--- src/rtl/mini16_reset_sequencer_if.sv ---
// Reset sequencer boundary: qualification inputs in, per-domain resets and status out.
// The sequencer uses the master modport; the SoC top / test environment uses slave.
interface mini16_reset_sequencer_if #(
   parameter int CHANNELS = 4
);
   logic                pll_locked;
   logic                button_n;
   logic                sw_reset_req;
   logic [CHANNELS-1:0] reset_out;
   logic                ready;
   logic [7:0]          restart_count;

   modport master (
      input  pll_locked, button_n, sw_reset_req,
      output reset_out, ready, restart_count
   );

   modport slave (
      output pll_locked, button_n, sw_reset_req,
      input  reset_out, ready, restart_count
   );
endinterface

--- src/rtl/mini16_reset_sequencer.sv ---
// Qualifies PLL lock, a debounced push button and a software request, holds all
// resets for HOLD_CYCLES, then releases CHANNELS resets one per STAGE_DELAY cycles.
module mini16_reset_sequencer #(
   parameter int CHANNELS        = 4,
   parameter int SYNC_STAGES     = 2,
   parameter int DEBOUNCE_CYCLES = 65536,
   parameter int HOLD_CYCLES     = 16,
   parameter int STAGE_DELAY     = 256
) (
   input logic                      clk,
   input logic                      reset_n,
   mini16_reset_sequencer_if.master bus
);

   localparam int DEB_W   = $clog2(DEBOUNCE_CYCLES) + 1;
   localparam int HOLD_W  = $clog2(HOLD_CYCLES) + 1;
   localparam int STAGE_W = $clog2(STAGE_DELAY) + 1;
   localparam int IDX_W   = $clog2(CHANNELS) + 1;

   localparam logic [DEB_W-1:0]   DEB_LAST   = DEB_W'(DEBOUNCE_CYCLES - 1);
   localparam logic [HOLD_W-1:0]  HOLD_LAST  = HOLD_W'(HOLD_CYCLES - 1);
   localparam logic [STAGE_W-1:0] STAGE_LAST = STAGE_W'(STAGE_DELAY - 1);
   localparam logic [IDX_W-1:0]   IDX_LAST   = IDX_W'(CHANNELS - 1);

   typedef enum logic [1:0] {
      ST_ASSERT = 2'd0,
      ST_SEQ    = 2'd1,
      ST_RUN    = 2'd2
   } state_e;

   logic [SYNC_STAGES-1:0] lock_sync_q, lock_sync_d;
   logic [SYNC_STAGES-1:0] btn_sync_q, btn_sync_d;
   logic [DEB_W-1:0]       deb_cnt_q, deb_cnt_d;
   logic                   pressed_q, pressed_d;
   state_e                 state_q, state_d;
   logic [HOLD_W-1:0]      hold_cnt_q, hold_cnt_d;
   logic [STAGE_W-1:0]     stage_cnt_q, stage_cnt_d;
   logic [IDX_W-1:0]       idx_q, idx_d;
   logic [CHANNELS-1:0]    reset_out_q, reset_out_d;
   logic                   ready_q, ready_d;
   logic [7:0]             restart_q, restart_d;

   logic lock_s, btn_s, abort;

   assign lock_s = lock_sync_q[SYNC_STAGES-1];
   assign btn_s  = btn_sync_q[SYNC_STAGES-1];
   assign abort  = ~lock_s | pressed_q | bus.sw_reset_req;

   // NOTE: every signal written here gets a default first, so no path can infer a latch.
   always_comb begin
      lock_sync_d = {lock_sync_q[SYNC_STAGES-2:0], bus.pll_locked};
      btn_sync_d  = {btn_sync_q[SYNC_STAGES-2:0], bus.button_n};

      // btn_s is active-low, so equality with pressed_q means the two disagree.
      deb_cnt_d = '0;
      pressed_d = pressed_q;
      if (btn_s == pressed_q) begin
         if (deb_cnt_q == DEB_LAST) begin
            pressed_d = ~pressed_q;
         end else begin
            deb_cnt_d = deb_cnt_q + 1'b1;
         end
      end

      state_d     = state_q;
      hold_cnt_d  = hold_cnt_q;
      stage_cnt_d = stage_cnt_q;
      idx_d       = idx_q;
      reset_out_d = reset_out_q;
      ready_d     = ready_q;
      restart_d   = restart_q;

      if (abort && (state_q != ST_ASSERT)) begin
         state_d     = ST_ASSERT;
         hold_cnt_d  = '0;
         stage_cnt_d = '0;
         idx_d       = '0;
         reset_out_d = '1;
         ready_d     = 1'b0;
         if (restart_q != 8'hFF) restart_d = restart_q + 8'd1;
      end else begin
         unique case (state_q)
            ST_ASSERT: begin
               reset_out_d = '1;
               ready_d     = 1'b0;
               if (abort) begin
                  hold_cnt_d = '0;
               end else if (hold_cnt_q == HOLD_LAST) begin
                  state_d     = ST_SEQ;
                  hold_cnt_d  = '0;
                  stage_cnt_d = '0;
                  idx_d       = '0;
               end else begin
                  hold_cnt_d = hold_cnt_q + 1'b1;
               end
            end
            ST_SEQ: begin
               if (stage_cnt_q == STAGE_LAST) begin
                  stage_cnt_d = '0;
                  idx_d       = idx_q + 1'b1;
                  for (int i = 0; i < CHANNELS; i++) begin
                     if (idx_q == IDX_W'(i)) reset_out_d[i] = 1'b0;
                  end
                  if (idx_q == IDX_LAST) begin
                     state_d     = ST_RUN;
                     ready_d     = 1'b1;
                     reset_out_d = '0;
                  end
               end else begin
                  stage_cnt_d = stage_cnt_q + 1'b1;
               end
            end
            ST_RUN: begin
               reset_out_d = '0;
               ready_d     = 1'b1;
            end
            default: begin
               state_d     = ST_ASSERT;
               reset_out_d = '1;
               ready_d     = 1'b0;
            end
         endcase
      end
   end

   // NOTE: state registers use non-blocking assignments so every flop samples pre-edge values.
   always_ff @(posedge clk or negedge reset_n) begin
      if (!reset_n) begin
         lock_sync_q <= '0;
         btn_sync_q  <= '1;
         deb_cnt_q   <= '0;
         pressed_q   <= 1'b0;
         state_q     <= ST_ASSERT;
         hold_cnt_q  <= '0;
         stage_cnt_q <= '0;
         idx_q       <= '0;
         reset_out_q <= '1;
         ready_q     <= 1'b0;
         restart_q   <= '0;
      end else begin
         lock_sync_q <= lock_sync_d;
         btn_sync_q  <= btn_sync_d;
         deb_cnt_q   <= deb_cnt_d;
         pressed_q   <= pressed_d;
         state_q     <= state_d;
         hold_cnt_q  <= hold_cnt_d;
         stage_cnt_q <= stage_cnt_d;
         idx_q       <= idx_d;
         reset_out_q <= reset_out_d;
         ready_q     <= ready_d;
         restart_q   <= restart_d;
      end
   end

   assign bus.reset_out     = reset_out_q;
   assign bus.ready         = ready_q;
   assign bus.restart_count = restart_q;

endmodule

--- src/flat_wrapper.sv ---
// flat-port wrapper written by rule: the top's interface ports become plain ports
module mini16_reset_sequencer_flat 
#(
   parameter int CHANNELS        = 4,
   parameter int SYNC_STAGES     = 2,
   parameter int DEBOUNCE_CYCLES = 65536,
   parameter int HOLD_CYCLES     = 16,
   parameter int STAGE_DELAY     = 256
)
  (clk, reset_n, bus_pll_locked, bus_button_n, bus_sw_reset_req, bus_reset_out, bus_ready, bus_restart_count);
  mini16_reset_sequencer_if #(.CHANNELS(CHANNELS)) bus_i ();
  input logic clk;
  input logic reset_n;
  input wire logic [$bits(bus_i.pll_locked)-1:0] bus_pll_locked;
  input wire logic [$bits(bus_i.button_n)-1:0] bus_button_n;
  input wire logic [$bits(bus_i.sw_reset_req)-1:0] bus_sw_reset_req;
  output wire logic [$bits(bus_i.reset_out)-1:0] bus_reset_out;
  output wire logic [$bits(bus_i.ready)-1:0] bus_ready;
  output wire logic [$bits(bus_i.restart_count)-1:0] bus_restart_count;
  assign bus_i.pll_locked = bus_pll_locked;
  assign bus_i.button_n = bus_button_n;
  assign bus_i.sw_reset_req = bus_sw_reset_req;
  assign bus_reset_out = bus_i.reset_out;
  assign bus_ready = bus_i.ready;
  assign bus_restart_count = bus_i.restart_count;
  mini16_reset_sequencer #(.CHANNELS(CHANNELS), .SYNC_STAGES(SYNC_STAGES), .DEBOUNCE_CYCLES(DEBOUNCE_CYCLES), .HOLD_CYCLES(HOLD_CYCLES), .STAGE_DELAY(STAGE_DELAY)) u_core (.clk(clk), .reset_n(reset_n), .bus(bus_i));
endmodule
--- config.mk ---
export PLATFORM = sky130hd
export DESIGN_NAME = mini16_reset_sequencer_flat
export DESIGN_NICKNAME = d
export VERILOG_FILES = /design/src/rtl/mini16_reset_sequencer_if.sv /design/src/rtl/mini16_reset_sequencer.sv /design/src/flat_wrapper.sv
export SDC_FILE = /design/constraint.sdc
export NUM_CORES = 1
export LEC_CHECK = 0
export CORE_MARGIN = 2
export CORE_UTILIZATION = 50
export DETAILED_ROUTE_END_ITERATION = 12
export PLACE_DENSITY_LB_ADDON = 0.2
export SETUP_SLACK_MARGIN = 0.1
export SLEW_MARGIN = 10
export SYNTH_ARGS = -nofsm -noshare
export SYNTH_HDL_FRONTEND = slang
export SYNTH_SLANG_ARGS = --single-unit
--- constraint.sdc ---
create_clock -name clk -period 2.41 [get_ports clk]
set_clock_uncertainty 0.2 [all_clocks]
set_input_delay 0.482 -clock clk [delete_from_list [all_inputs] [get_ports clk]]
set_output_delay 0.482 -clock clk [all_outputs]
set_load 0.005 [all_outputs]
==> metrics.yaml <==
run_status:
  status: "completed"
timing:
  setup_ws_ns: 0.232
  timing.final.crit_period_ns: 2.18
  slew_headroom_pct: 63.4
  finalHoldViolations: 0
  timing.setup.tns_ns: 0
  worst-slew-pin-transition_ns: 0.545
  post-route-period-util_pct: 90.4
  finalSetupViolCount: 0
  rsz_0062_raised_after_global_routing: "false"
  final_max_slew_viol_count: 0
  fmaxAchievable_mhz: 459
  worst_hold_slack_ns: 0.162
synthesis:
  main_combinational_cell_family_by_area_after_synthesis: "simple AND/OR/NAND/NOR gates"
  post_synth_instance_area_um2: 2770
  ys_async_sr_fraction_pct: 100
  yosys_warnings: 0
  yosys.area.top_type: "dfrtp_1"
  flip_flop_cell_with_the_highest_count_after_synthesis: "dfrtp_1"
  syn_inst: 250
  synthSimpleGateAreaFrac_pct: 19.4
  postSynthNetCount: 268
  synth_enable_flop_cells: 0
  ys_seq_elements: 54
  synth.yosys.seq_area_share_pct: 49.0
  synth_xor_xnor_area_share_pct: 6.00
  synthTopCellsByArea: "dfrtp_1 43%, ha_1 5.9%, dfstp_2 5.7%"
  synth_top_area_share_pct: 43.3
  synth_cell_types: 54
  synth_area_in_compound_gates_pct: 12.5
  muxShareOfSynthArea_pct: 5.42
  synth_adder_area_share_pct: 5.87
  syn-mean-instance-area_um2: 11.1
cts:
  cts.path.max_buffers: 2
  tritoncts: "done"
  tritoncts_buffer_count: 5
  post_cts.repair.setup_buffers: 0
  clkLatencyLatePin_ns: 0.31
  cts.reportedPaths.clkPinSlew_ns: 0.10
  clock_tree.root_cell: "clkbuf_8"
  clock_tree.htree_level_count: 2
  cts_sinks: 54
grt:
  grt_max_degree: 38
  global_route.usage.total_pct: 18.5
  antenna_found_initial: 0
  grt_pass1_wl_mm: 9.03
  first_global_vias: 1939
  overflow: 0
power_and_ir_drop:
  power.density_nw_per_um2: 510
  totalPowerFinal_mw: 1.67
  power.switching_fraction_pct: 22.2
  p_int_mw: 1.30
  clock_power_share_pct: 36.4
  comb_power_share_pct: 6.6
  switching_power_mw: 0.372
  sequentialPowerShare_pct: 57.0
  vdd_ir_drop_max_v: 0.000291
  power.static_leakage_nw: 1.39
setup_path:
  criticalPathCategory: "reg2reg"
  worst_ep_arrival_time_ns: 2.17
  worst_ep_required_time_ns: 2.40
  crit_path_end_kind: "flip-flop"
  timing.critical_path.from: "u_core.stage_cnt_q[0]$_DFFE_PN0P_"
  critical_path.startpoint_type: "flip-flop"
  worstPathMaxFanout: 4
  worst_r2r_startpoint: "u_core.stage_cnt_q[0]$_DFFE_PN0P_"
finish:
  num-nets-final: 307
  drive_gt1_share_pct: 18.6
  insertedDiodeCount: 0
  syn_to_final_growth_pct: 18.2
  most_common_cell_after_layout_fill_and_taps_aside: "dfrtp_1"
  layout.cells.non_filler: 362
  most-common-layout-cells: "48 x dfrtp_1, 26 x nor2_1, 17 x buf_4"
detailed_routing:
  detailedRoute.firstIterationViolations: 107
  drtAntennaViolNets: 0
  routed_via_density: 5.48
  average_detailed_routed_wire_length_per_instance_um: 13.6
  detail_route.drc_violations: 0
  route.vias.total: 1983
  drt_first_pass_iters: 4
  drt_wl_total_mm: 4.92
floorplan:
  dieWidth_um: 78.5
  io_pins: 18
  die_y_um: 78.5
  die_area_um2: 6160
  floorplan.initialDensity_pct: 51.0
  core_area_um2: 5440
  row_count: 27
hold_path:
  launch_point_of_the_worst_hold_path: "u_core.lock_sync_q[0]$_DFF_PN0_"
  min-delay-path-class: "reg2reg"
placement:
  dp_worst_setup_slack_ns: -0.0201
  dp.final_hpwl_mm: 3.52
  buffer_ports.inserted: 17
  placed_instances: 353
  place_congestion: 0.802
run:
  drv.max_cap_violation_count: 0
## cells in the mapped netlist, drive strengths merged, types with 5 or more instances
master / n
a32o: 5
nor3: 5
xor2: 9
nor2: 26
nand2: 16
and3: 7
o21ai: 9
xnor2: 10
dfrtp: 48
nand4: 7
a211oi: 5
inv: 8
mux2: 8
mux2i: 6
ha: 13
dfstp: 6
nand3: 12
## state kept, by name, summed over array words and instances (netlist names), 2 cells and up
| signal | flops |
|---|---|
| u_core.state_q | 2 |
| u_core.hold_cnt_q | 5 |
| u_core.lock_sync_q | 2 |
| u_core.idx_q | 3 |
| u_core.btn_sync_q | 2 |
| u_core.stage_cnt_q | 9 |
| u_core.deb_cnt_q | 17 |
| u_core.bus.restart_count | 8 |
| u_core.bus.reset_out | 4 |
## power groups by stage
stage	sequential (mW)	combinational, mW	clock [mW]
3_3_place_gp	0.970	0.112	0
3_5_place_dp	0.971	0.113	0
2_1_floorplan	0.969	0.0441	0
6_report	0.953	0.111	0.608
4_1_cts	0.954	0.115	0.629
5_1_grt	0.957	0.130	0.664
## cell families after synthesis
family,count (synthesis)
AOI/OAI and AO/OA,42
xor gates and xnor gates,19
adders and majority gates,13
buffers and inverters,12
DFF,54
muxes,14
and+or+nand+nor,96
## layer usage
metal	GRT usage, %	wire [µm]	vias up	part of all wire [%]
met1	26.9	2540	947	52
li1	-	-	995	-
met3	4.14	142	6	2.9
met4	5.26	64	0	1.3
met2	27.8	2170	35	44
met5	0	0	-	0
## worst paths after layout
| kind | slack [ns] | cells past startpoint | to |
|---|---|---|---|
| max | 0.23 | 5 | u_core.idx_q[0]$_DFFE_PN0P_ |
| min | 0.16 | 0 | u_core.lock_sync_q[1]$_DFF_PN0_ |
| max reg2reg | 0.23 | 5 | u_core.idx_q[0]$_DFFE_PN0P_ |
| min reg2reg | 0.16 | 0 | u_core.lock_sync_q[1]$_DFF_PN0_ |
| max in group asynchronous | 0.96 | 3 | u_core.bus.reset_out[2]$_DFFE_PN1P_ |
| min in group asynchronous | 0.45 | 2 | u_core.deb_cnt_q[15]$_DFF_PN0_ |
## per-stage QoR
stage	util [%]	cell area (µm²)
final	60.2	3280
after CTS	60.2	3280
after floorplan	-	2770
after global placement	58.0	3150
after detailed placement	58.0	3150
after global routing	60.2	3280
## cell type report
| cell class | instances | area, µm² |
|---|---|---|
| Clock inverter | 3 | 45.0 |
| Sequential cell | 54 | 1360 |
| Timing Repair Buffer | 36 | 323 |
| Clock buffer | 5 | 68.8 |
| Fill cell | 467 | 2160 |
| Inverter | 8 | 30.0 |
| Tap cell | 72 | 90.1 |
| Multi-Input combinational cell | 184 | 1360 |
## critical path: stages (launching register included)
cell,delay (ns)
dfrtp_1,0.39
ha_1,0.20
nand3_1,0.17
or3_4,0.41
a211oi_4,0.31
mux2_2,0.37
## timing repair
item,in CTS,in global routing
hold buffers,1,0
gates resized for setup,0,0
endpoints found under the hold margin,15,0
(Power assumes the default switching activity.)
